<file path="config.mk">
export PLATFORM = sky130hd
export DESIGN_NAME = fwd_scoreboard
export DESIGN_NICKNAME = d
export VERILOG_FILES = /design/src/rtl/fwd_scoreboard.sv
export SDC_FILE = /design/constraint.sdc
export NUM_CORES = 1
export LEC_CHECK = 0
export BUFFER_PORTS_ARGS = -buffer_cell sky130_fd_sc_hd__clkbuf_2
export CAP_MARGIN = 30
export CORE_ASPECT_RATIO = 1.25
export CORE_UTILIZATION = 35
export CTS_BUF_LIST = sky130_fd_sc_hd__clkbuf_4
export CTS_CLUSTER_DIAMETER = 80
export CTS_CLUSTER_SIZE = 8
export DETAILED_ROUTE_END_ITERATION = 8
export PLACE_DENSITY = 0.66
export SLEW_MARGIN = 25
export SYNTH_ARGS = -nofsm -noshare
export SYNTH_HDL_FRONTEND = slang
export SYNTH_SLANG_ARGS = --single-unit
</file>
<file path="constraint.sdc">
create_clock -name clk -period 3.07 [get_ports clk]
set_clock_uncertainty 0.2 [all_clocks]
set_input_delay 0.614 -clock clk [delete_from_list [all_inputs] [get_ports clk]]
set_output_delay 0.614 -clock clk [all_outputs]
set_load 0.03 [all_outputs]
</file>
<file path="src/rtl/fwd_scoreboard.sv">
// Forwarding/hazard scoreboard: tracks in-flight register writes per post-ID stage,
// selects a forwarding source per source operand and flags load-use stalls.
module fwd_scoreboard #(
  parameter int unsigned NUM_STAGES = 3,
  parameter int unsigned NSRC       = 2,
  parameter int unsigned LOAD_RDY   = 1,
  parameter int unsigned CNT_W      = 32,
  parameter int unsigned SEL_W      = $clog2(NUM_STAGES + 1)
) (
  input  logic                  clk,
  input  logic                  rst,
  input  logic                  adv,
  input  logic                  flush,
  input  logic                  id_valid,
  input  logic [4:0]            id_rd,
  input  logic                  id_we,
  input  logic                  id_is_load,
  input  logic [NSRC*5-1:0]     id_rs,
  input  logic [NSRC-1:0]       id_rs_used,
  output logic [NSRC*SEL_W-1:0] fwd_sel,
  output logic                  stall,
  output logic [CNT_W-1:0]      stall_cnt
);
  localparam int unsigned RW = 5;

  typedef struct packed {
    logic          valid;
    logic [RW-1:0] rd;
    logic          rdy;
  } slot_t;

  slot_t [NUM_STAGES-1:0]           slots;
  slot_t [NUM_STAGES-1:0]           slots_d;
  slot_t                            issue;
  logic  [CNT_W-1:0]                stall_cnt_d;
  logic  [NSRC-1:0][NUM_STAGES-1:0] match;
  logic  [NSRC-1:0]                 hazard;

  // Operand/slot match matrix; x0 writes are tracked but never match.
  always_comb begin
    for (int j = 0; j < int'(NSRC); j++) begin
      for (int i = 0; i < int'(NUM_STAGES); i++) begin
        match[j][i] = slots[i].valid && (slots[i].rd != '0) &&
                      (slots[i].rd == id_rs[RW*j +: RW]) && id_rs_used[j];
      end
    end
  end

  // Youngest producer wins: scan oldest to youngest so the lowest index lands last.
  always_comb begin
    fwd_sel = '0;
    hazard  = '0;
    for (int j = 0; j < int'(NSRC); j++) begin
      for (int i = int'(NUM_STAGES) - 1; i >= 0; i--) begin
        if (match[j][i]) begin
          fwd_sel[SEL_W*j +: SEL_W] = SEL_W'(i + 1);
          hazard[j]                 = ~slots[i].rdy;
        end
      end
    end
  end

  assign stall = id_valid & (|hazard);

  // Entry pushed into slot 0; stalled or flushed instructions become bubbles.
  always_comb begin
    issue.valid = id_valid & id_we & ~stall & ~flush;
    issue.rd    = id_rd;
    issue.rdy   = ~id_is_load | 1'(LOAD_RDY == 0);
  end

  // Shift pipeline; a load becomes forwardable on reaching LOAD_RDY and stays so.
  always_comb begin
    slots_d = slots;
    if (adv) begin
      slots_d[0] = issue;
      for (int i = 1; i < int'(NUM_STAGES); i++) begin
        slots_d[i] = slots[i-1];
        if (i == int'(LOAD_RDY)) slots_d[i].rdy = 1'b1;
      end
    end
  end

  always_comb begin
    stall_cnt_d = stall_cnt;
    if (adv && stall && (stall_cnt != {CNT_W{1'b1}})) stall_cnt_d = stall_cnt + CNT_W'(1);
  end

  always_ff @(posedge clk or negedge rst) begin
    if (!rst) begin
      slots     <= '0;
      stall_cnt <= '0;
    end else begin
      slots     <= slots_d;
      stall_cnt <= stall_cnt_d;
    end
  end
endmodule

</file>
# Yosys cells after proc, flatten, opt, wreduce, memory -nomap -nowiden
# Index checks and enable logic that the tools add are counted.
dict set report totals {
  register_bits 53
  input_bits 24
}
dict set report op_classes {
  n_addsub 1
  eq_ne 7
  n_mux 12
  bitwise_logic 10
  reduce_logical 21
}
# op count
set ops {}
lappend ops {{$add A32 B1 Y32 const B} 1}
lappend ops {{$ne A32 B32 Y1 const B} 1}
lappend ops {{$eq A5 B5 Y1} 6}
lappend ops {{$logic_and A1 B1 Y1} 17}
lappend ops {{$reduce_bool A5 Y1} 3}
lappend ops {{$mux W2} 6}
lappend ops {{$mux W1} 6}
lappend ops {{$not A1 Y1} 6}
lappend ops {{$and A1 B1 Y1} 4}
lappend ops {{$reduce_or A2 Y1} 1}

# Logic depth before layout (Yosys ltp)
# Gate-level depths: netlist of the first run.
dict set report logic_depth {
  word_depth 12
  mapped_depth 9
}

# Worst setup path after synthesis of the first run
# No wires, ideal clock.
dict set report synth_timing {
  kind {input-to-output}
  startpoint {in id_rs[9]}
  endpoint {out stall}
  arrival_time_ns 1.985
  required_time_ns 2.256
  slack_ns 0.271
  stages 7
  path_cell_list {xor2_1 nor4_1 and4_1 nor3_1 a311oi_2 a21oi_1 buf_2}
}
dict set report synth_between {
  elab_chain_len 8
}
# element line
set synth_rtl {}
lappend synth_rtl {{start: declaration} 18} ;# input logic [NSRC*5-1:0] id_rs,
lappend synth_rtl {{$eq A5 B5 Y1} 44} ;# (slots[i].rd == id_rs[RW*j +: RW]) && id_rs_used[j];
lappend synth_rtl {{$logic_and A1 B1 Y1} 43} ;# match[j][i] = slots[i].valid && (slots[i].rd != '0) &&
lappend synth_rtl {{$logic_and A1 B1 Y1} 44}
lappend synth_rtl {{$mux W1 (2 in series)} 55} ;# if (match[j][i]) begin
lappend synth_rtl {{$mux W1 (*)} 55}
lappend synth_rtl {{$reduce_or A2 Y1 (*)} 63} ;# assign stall = id_valid & (|hazard);
lappend synth_rtl {{$and A1 B1 Y1 (*)} 63}
lappend synth_rtl {{end: declaration} 21} ;# output logic stall,
# Every way passes the cells marked *; elsewhere a longest branch is shown, timed or not.

# Final worst setup path of the first run
dict set report layout_timing {
  startpoint {reg slots[16] (netlist name)}
  endpoint {out stall}
}
dict set report layout_between {
  elab_chain_len 9
}
# element line
set layout_rtl {}
lappend layout_rtl {{start: declaration} 32} ;# slot_t [NUM_STAGES-1:0] slots;
lappend layout_rtl {{start signal: assignment} 94} ;# slots <= slots_d;
lappend layout_rtl {{$reduce_bool A5 Y1} 43}
lappend layout_rtl {{$logic_and A1 B1 Y1 (2 in series)} 43}
lappend layout_rtl {{$logic_and A1 B1 Y1} 44}
lappend layout_rtl {{$mux W1 (3 in series)} 55}
lappend layout_rtl {{$reduce_or A2 Y1 (*)} 63}
lappend layout_rtl {{$and A1 B1 Y1 (*)} 63}
# Marked as above.

==> results of run 1 <==
## cells in the mapped netlist (all sizes together) (2+ instances only)
cell type,instances
dfrtp,53
xnor2,40
nand2,22
xor2,21
mux2,19
nand3,18
nand4,16
and3,14
nor2,14
nor3,8
inv,7
nor4,6
a21oi,5
and2,4
buf,4
nand4b,4
o21ai,4
and4,2
## final cells by class
| cell class | count | share of cell area |
|---|---|---|
| inverters | 7 | 0.00741 |
| clock inverters | 2 | 0.00423 |
| well taps | 95 | 0.0335 |
| flip-flops and latches | 53 | 0.374 |
| multi-input cells | 206 | 0.418 |
| clock buffers | 6 | 0.0127 |
| repair buffers | 87 | 0.150 |
## flip-flops by register name, indices dropped and copies added (netlist names)
name and cells:
slots 21, stall_cnt 32
## cells by family after synthesis
family / Yosys count / synth area share
AOI/OAI and AO/OA: 13 / 0.0318
xor gates and xnor gates: 61 / 0.189
adders and majority gates: 1 / 0.00442
buffers and inverters: 12 / 0.0195
DFF: 53 / 0.469
muxes: 19 / 0.0756
and+or+nand+nor: 112 / 0.211
## repair_timing
action,4_1_cts,5_1_grt
setup buffers,4,3
hold endpoints to repair,0,0
setup endpoints to repair,1,3
resized for setup,4,17
pin swaps,4,11
## through the flow
| stage | instances | TNS (ns) | setup WS, ns |
|---|---|---|---|
| 3_5_place_dp | 442 | -0.381 | -0.178 |
| 6_report | 456 | -0.102 | -0.102 |
| 2_1_floorplan | 271 | 0 | 0.271 |
| 3_3_place_gp | 442 | -0.205 | -0.169 |
| 4_1_cts | 453 | -0.141 | -0.141 |
| 5_1_grt | 456 | -0.280 | -0.196 |
## how the worst min path moves through the flow
stage | start | to | cells after the start
after CTS | rst | stall_cnt[11] | 2
after global placement | stall_cnt[6] | stall_cnt[6] | 1
after floorplan | rst | slots[0] | 0
final | rst | stall_cnt[13] | 2
after detailed placement | stall_cnt[6] | stall_cnt[6] | 1
after global routing | id_is_load | slots[0] | 2
## routing by layer
metal | vias up | routed length, um | global-route usage
li1 | 1129 | - | -
met1 | 1158 | 2990 | 0.216
met2 | 65 | 3590 | 0.319
met3 | 11 | 358 | 0.0363
met4 | 0 | 114 | 0.0526
met5 | - | 0 | 0
## power by group through the flow
| stage | clock network [mW] | logic (mW) | registers [mW] |
|---|---|---|---|
| 3_5_place_dp | 0 | 0.177 | 0.794 |
| 5_1_grt | 0.363 | 0.223 | 0.783 |
| 6_report | 0.317 | 0.202 | 0.777 |
| 2_1_floorplan | 0 | 0.103 | 0.783 |
| 4_1_cts | 0.341 | 0.198 | 0.774 |
| 3_3_place_gp | 0 | 0.172 | 0.793 |
==> flow_summary.ini, run 1 <==
[sta]
worst_pin_slew_ns = 0.683
final_hold_viol_count = 0
hold_ws_ns = 0.147
layout_min_cycle_time_ns = 3.17
setup_ws_ns = -0.102
rsz0062_at_grt = yes
min_period_over_period = 1.03
finalSetupViolations = 1
slew-limit-headroom = 0.545
slew_viol_final = 0
clock.fmax_ghz = 0.315

[power]
max-vdd-ir-drop_v = 0.000179
power.internal_mw = 0.937
power_switching_mw = 0.360
power.density_nw_per_um2 = 366
combinationalPowerShare = 0.156
p_sw_frac = 0.277
p_seq_frac = 0.599
total_power_mw = 1.30
clockPowerShare = 0.245
power.leakage_nw = 1.63

[job]
cap_violations = 0

[route]
ant_nets = 0
wire_per_inst_um = 15.5
drtIter0Drc = 67
drc = 0
wl_mm = 7.05
num_vias = 2363
routed_via_density = 5.18
dr.pass1.iters = 4

[clock_tree]
hold_buffers = 0
clock_latency_ns = 0.38
cts_buffers = 5
cts_sinks = 53
h-tree-depth = 2
clockRootBuffer = clkbuf_4
cts_tree = yes
cts.path.max_buffers = 2
clk_pin_slew_ns = 0.16

[setup_path]
crit_chain = buf_4, xor2_1, nor4_1, nand4b_1, nor3b_2, o21ai_1, a21oi_2, clkbuf_8
path_class = flop to output pin
start_kind = flop
path_max_fanout = 3
critical-path-max-stage-delay_ns = 0.41
r2r_setup_slack_ns = 0.31
r2r-end = stall_cnt[28]
crit_buf_inv = 2
endpoint_kind = output pin
endpoint = stall
cp.arrival_ns = 2.36
crit_path_top_delay_cell = dfrtp_1
path_delay_family = simple AND/OR/NAND/NOR gates
startpoint = slots[16]
r2r_cells = 11
path_depth = 8
worstReg2RegStart = slots[16]
cp_data_required_time_ns = 2.26

[yosys]
yosys-top-cells-area = dfrtp_1, xnor2_1, mux2_2
synth_cell_types = 32
synth_top_area_frac = 0.469
synth_nets = 296
ys_ff_latch = 53
yosysTopAreaCell = dfrtp_1
synth_edf_count = 0
synth_warnings = 0
ys.flop_type = dfrtp_1
ys_async_sr_fraction = 1.00
synth.avg_cell_area_um2 = 10.4
ys_seq_area_frac = 0.469
syn_inst = 271
synth_area_um2 = 2830

[final_layout]
nFillCells = 796
regArea_um2 = 1330
stdcell_area_um2 = 3550
final_nets = 385
syn_to_final_growth_pct = 25.3
post-route-util = 0.452
n_antenna_cell = 0
layout_commonest_cell = clkbuf_2
multiInputGateArea_um2 = 1480
drive_gt1_frac = 0.343
final_cell_mix = clkbuf_2, dfrtp_1, xnor2_1

[grt]
overflow = 0
grt_pass1_wl_mm = 11.6
grtUsageTotal = 0.180
grt_antenna_before_repair = 0
grt_max_degree = 54
grt_pass1_vias = 2407

[outcome]
status = finished with violations
violations = setup timing

[placement]
gp_congestion = 0.905
place.port_buffers = 60
dp.final_hpwl_mm = 5.24
placed_cell_area_um2 = 3390

[floorplan]
die_x_um = 82.4
fp.dieH_um = 103
core_area_um2 = 7840
io-pin-count = 61
start_util = 0.361
dieArea_um2 = 8450
rows = 36

[worst_hold_path]
hp-class = input pin to asynchronous set/reset pin
(Power assumes the default switching activity.)
==> run 2: changes to the inputs <==
Settings changed: MAX_ROUTING_LAYER set to met4.
==> run 2 against run 1 <==
  * The run still ends with setup timing left
  * Non-clock buffer count is 2 higher
  * Largest cell class unchanged
  * Hold slack worse by 0.018 ns
  * Clock power hardly changed
  * Power is 0.27% lower
==> flow_summary.ini, run 2 (synthesis results as in run 1) <==
[placement]
gp_congestion = 0.915
dp_cells = 446
dp.final_hpwl_mm = 5.23
place.port_buffers = 60
dp_slack_ns = -0.104

[sta]
rsz0062_at_grt = yes
clock.fmax_ghz = 0.318
final_hold_viol_count = 0
min_period_over_period = 1.02
slew_viol_final = 0
worst_pin_slew_ns = 0.666
finalSetupViolations = 1
setup_ws_ns = -0.0719
layout_min_cycle_time_ns = 3.14
slew-limit-headroom = 0.556

[grt]
grt_pass1_vias = 2364
grt_pass1_wl_mm = 11.4
grtUsageTotal = 0.184
overflow = 0
grt_antenna_before_repair = 0
grt_max_degree = 54

[setup_path]
path_class = flop to output pin
crit_chain = or4_1, o21ai_2, nand4b_1, nor2_1, a311oi_2, a21oi_2, clkbuf_8
cp_data_required_time_ns = 2.26
critical-path-max-stage-delay_ns = 0.53
crit_buf_inv = 1
endpoint_kind = output pin
path_max_fanout = 2
crit_path_top_delay_cell = or4_1
path_delay_family = simple AND/OR/NAND/NOR gates
start_kind = flop
cp.arrival_ns = 2.33

[clock_tree]
cts_tree = yes
clk_pin_slew_ns = 0.16
cts_sinks = 53
clockRootBuffer = clkbuf_4
cts_buffers = 5
clock_latency_ns = 0.39
h-tree-depth = 2
cts.path.max_buffers = 2

[floorplan]
rows = 36
dieArea_um2 = 8450
fp.dieH_um = 103
io-pin-count = 61
die_x_um = 82.4
start_util = 0.361
core_area_um2 = 7840

[final_layout]
final_nets = 387
nFillCells = 785
fin_cells = 458
layout_commonest_cell = clkbuf_2
largest_reg_flops = 32
multiInputGateArea_um2 = 1470
regArea_um2 = 1330
final_cell_mix = clkbuf_2, dfrtp_1, xnor2_1
largestRegisters = stall_cnt (32), slots (21)
drive_gt1_frac = 0.342
n_antenna_cell = 0
syn_to_final_growth_pct = 25.2
largest-register = stall_cnt

[power]
power.density_nw_per_um2 = 365
total_power_mw = 1.29
max-vdd-ir-drop_v = 0.000195
power.leakage_nw = 1.64

[route]
num_vias = 2343
drtIter0Drc = 66
drc = 0
routed_via_density = 5.12
wl_mm = 6.87
dr.pass1.iters = 4
wire_per_inst_um = 15.0
ant_nets = 0

[job]
cap_violations = 0

[outcome]
status = finished with violations
violations = setup timing

[worst_hold_path]
hp-class = input pin to asynchronous set/reset pin
## run 2: per-layer routing
metal,global-route usage,up-vias,wire length [um]
met3,0.0389,15,351
met1,0.210,1119,3000
met2,0.317,82,3380
li1,-,1127,-
met4,0.0621,0,136
met5,-,-,0
## run 2: final timing paths
kind | startpoint | to | slack, ns | cells after the start
setup reg to reg | slots[16] | stall_cnt[1] | 0.34 | 10
hold reg to reg | stall_cnt[12] | stall_cnt[12] | 0.31 | 1
setup / recovery | slots[16] | stall | -0.07 | 7
min in group clk | id_is_load | slots[0] | 0.19 | 2
hold / removal | rst | stall_cnt[15] | 0.13 | 2
max in group asynchronous | rst | stall_cnt[17] | 2.10 | 2
## run 2: stage by stage
stage	TNS, ns	hold WS [ns]	util	cell area [um2]
after CTS	-0.0704	0.154	0.450	3530
after global routing	-0.252	0.164	0.452	3540
final	-0.0719	0.129	0.452	3540
after floorplan	0	0.118	-	2830
after detailed placement	-0.104	0.284	0.436	3420
after global placement	-0.117	0.278	0.436	3420
## run 2: repair_timing
item / 4_1_cts / 5_1_grt
hold buffers: 0 / 0
pin swaps: 8 / 4
endpoints found under the setup margin: 1 / 4
resized for setup: 6 / 10
endpoints found under the hold margin: 0 / 0
cloned: 0 / 0
setup buffers: 5 / 0
## run 2: worst reg2reg max path: cells and delay by family (launching register included)
family / cells / cell delay [ns]
DFF: 1 / 0.40
AOI/OAI and AO/OA: 3 / 0.52
and+or+nand+nor: 4 / 0.86
muxes: 1 / 0.34
buffers and inverters: 2 / 0.34
## run 2: cell type report
cell class,count,area share
Multi-Input combinational cell,206,0.416
Sequential cell,53,0.374
Timing Repair Buffer,89,0.154
Tap cell,95,0.0335
Clock buffer,5,0.0106
Inverter,7,0.00741
Clock inverter,3,0.00494
## run 2: power breakdown
| group | internal (mW) | leakage [nW] | total [mW] | switching (mW) |
|---|---|---|---|---|
| registers | 0.732 | 0.692 | 0.775 | 0.0432 |
| logic | 0.107 | 0.916 | 0.202 | 0.0950 |
| clock network | 0.0869 | 0.0310 | 0.316 | 0.229 |
| total | 0.926 | 1.64 | 1.29 | 0.367 |
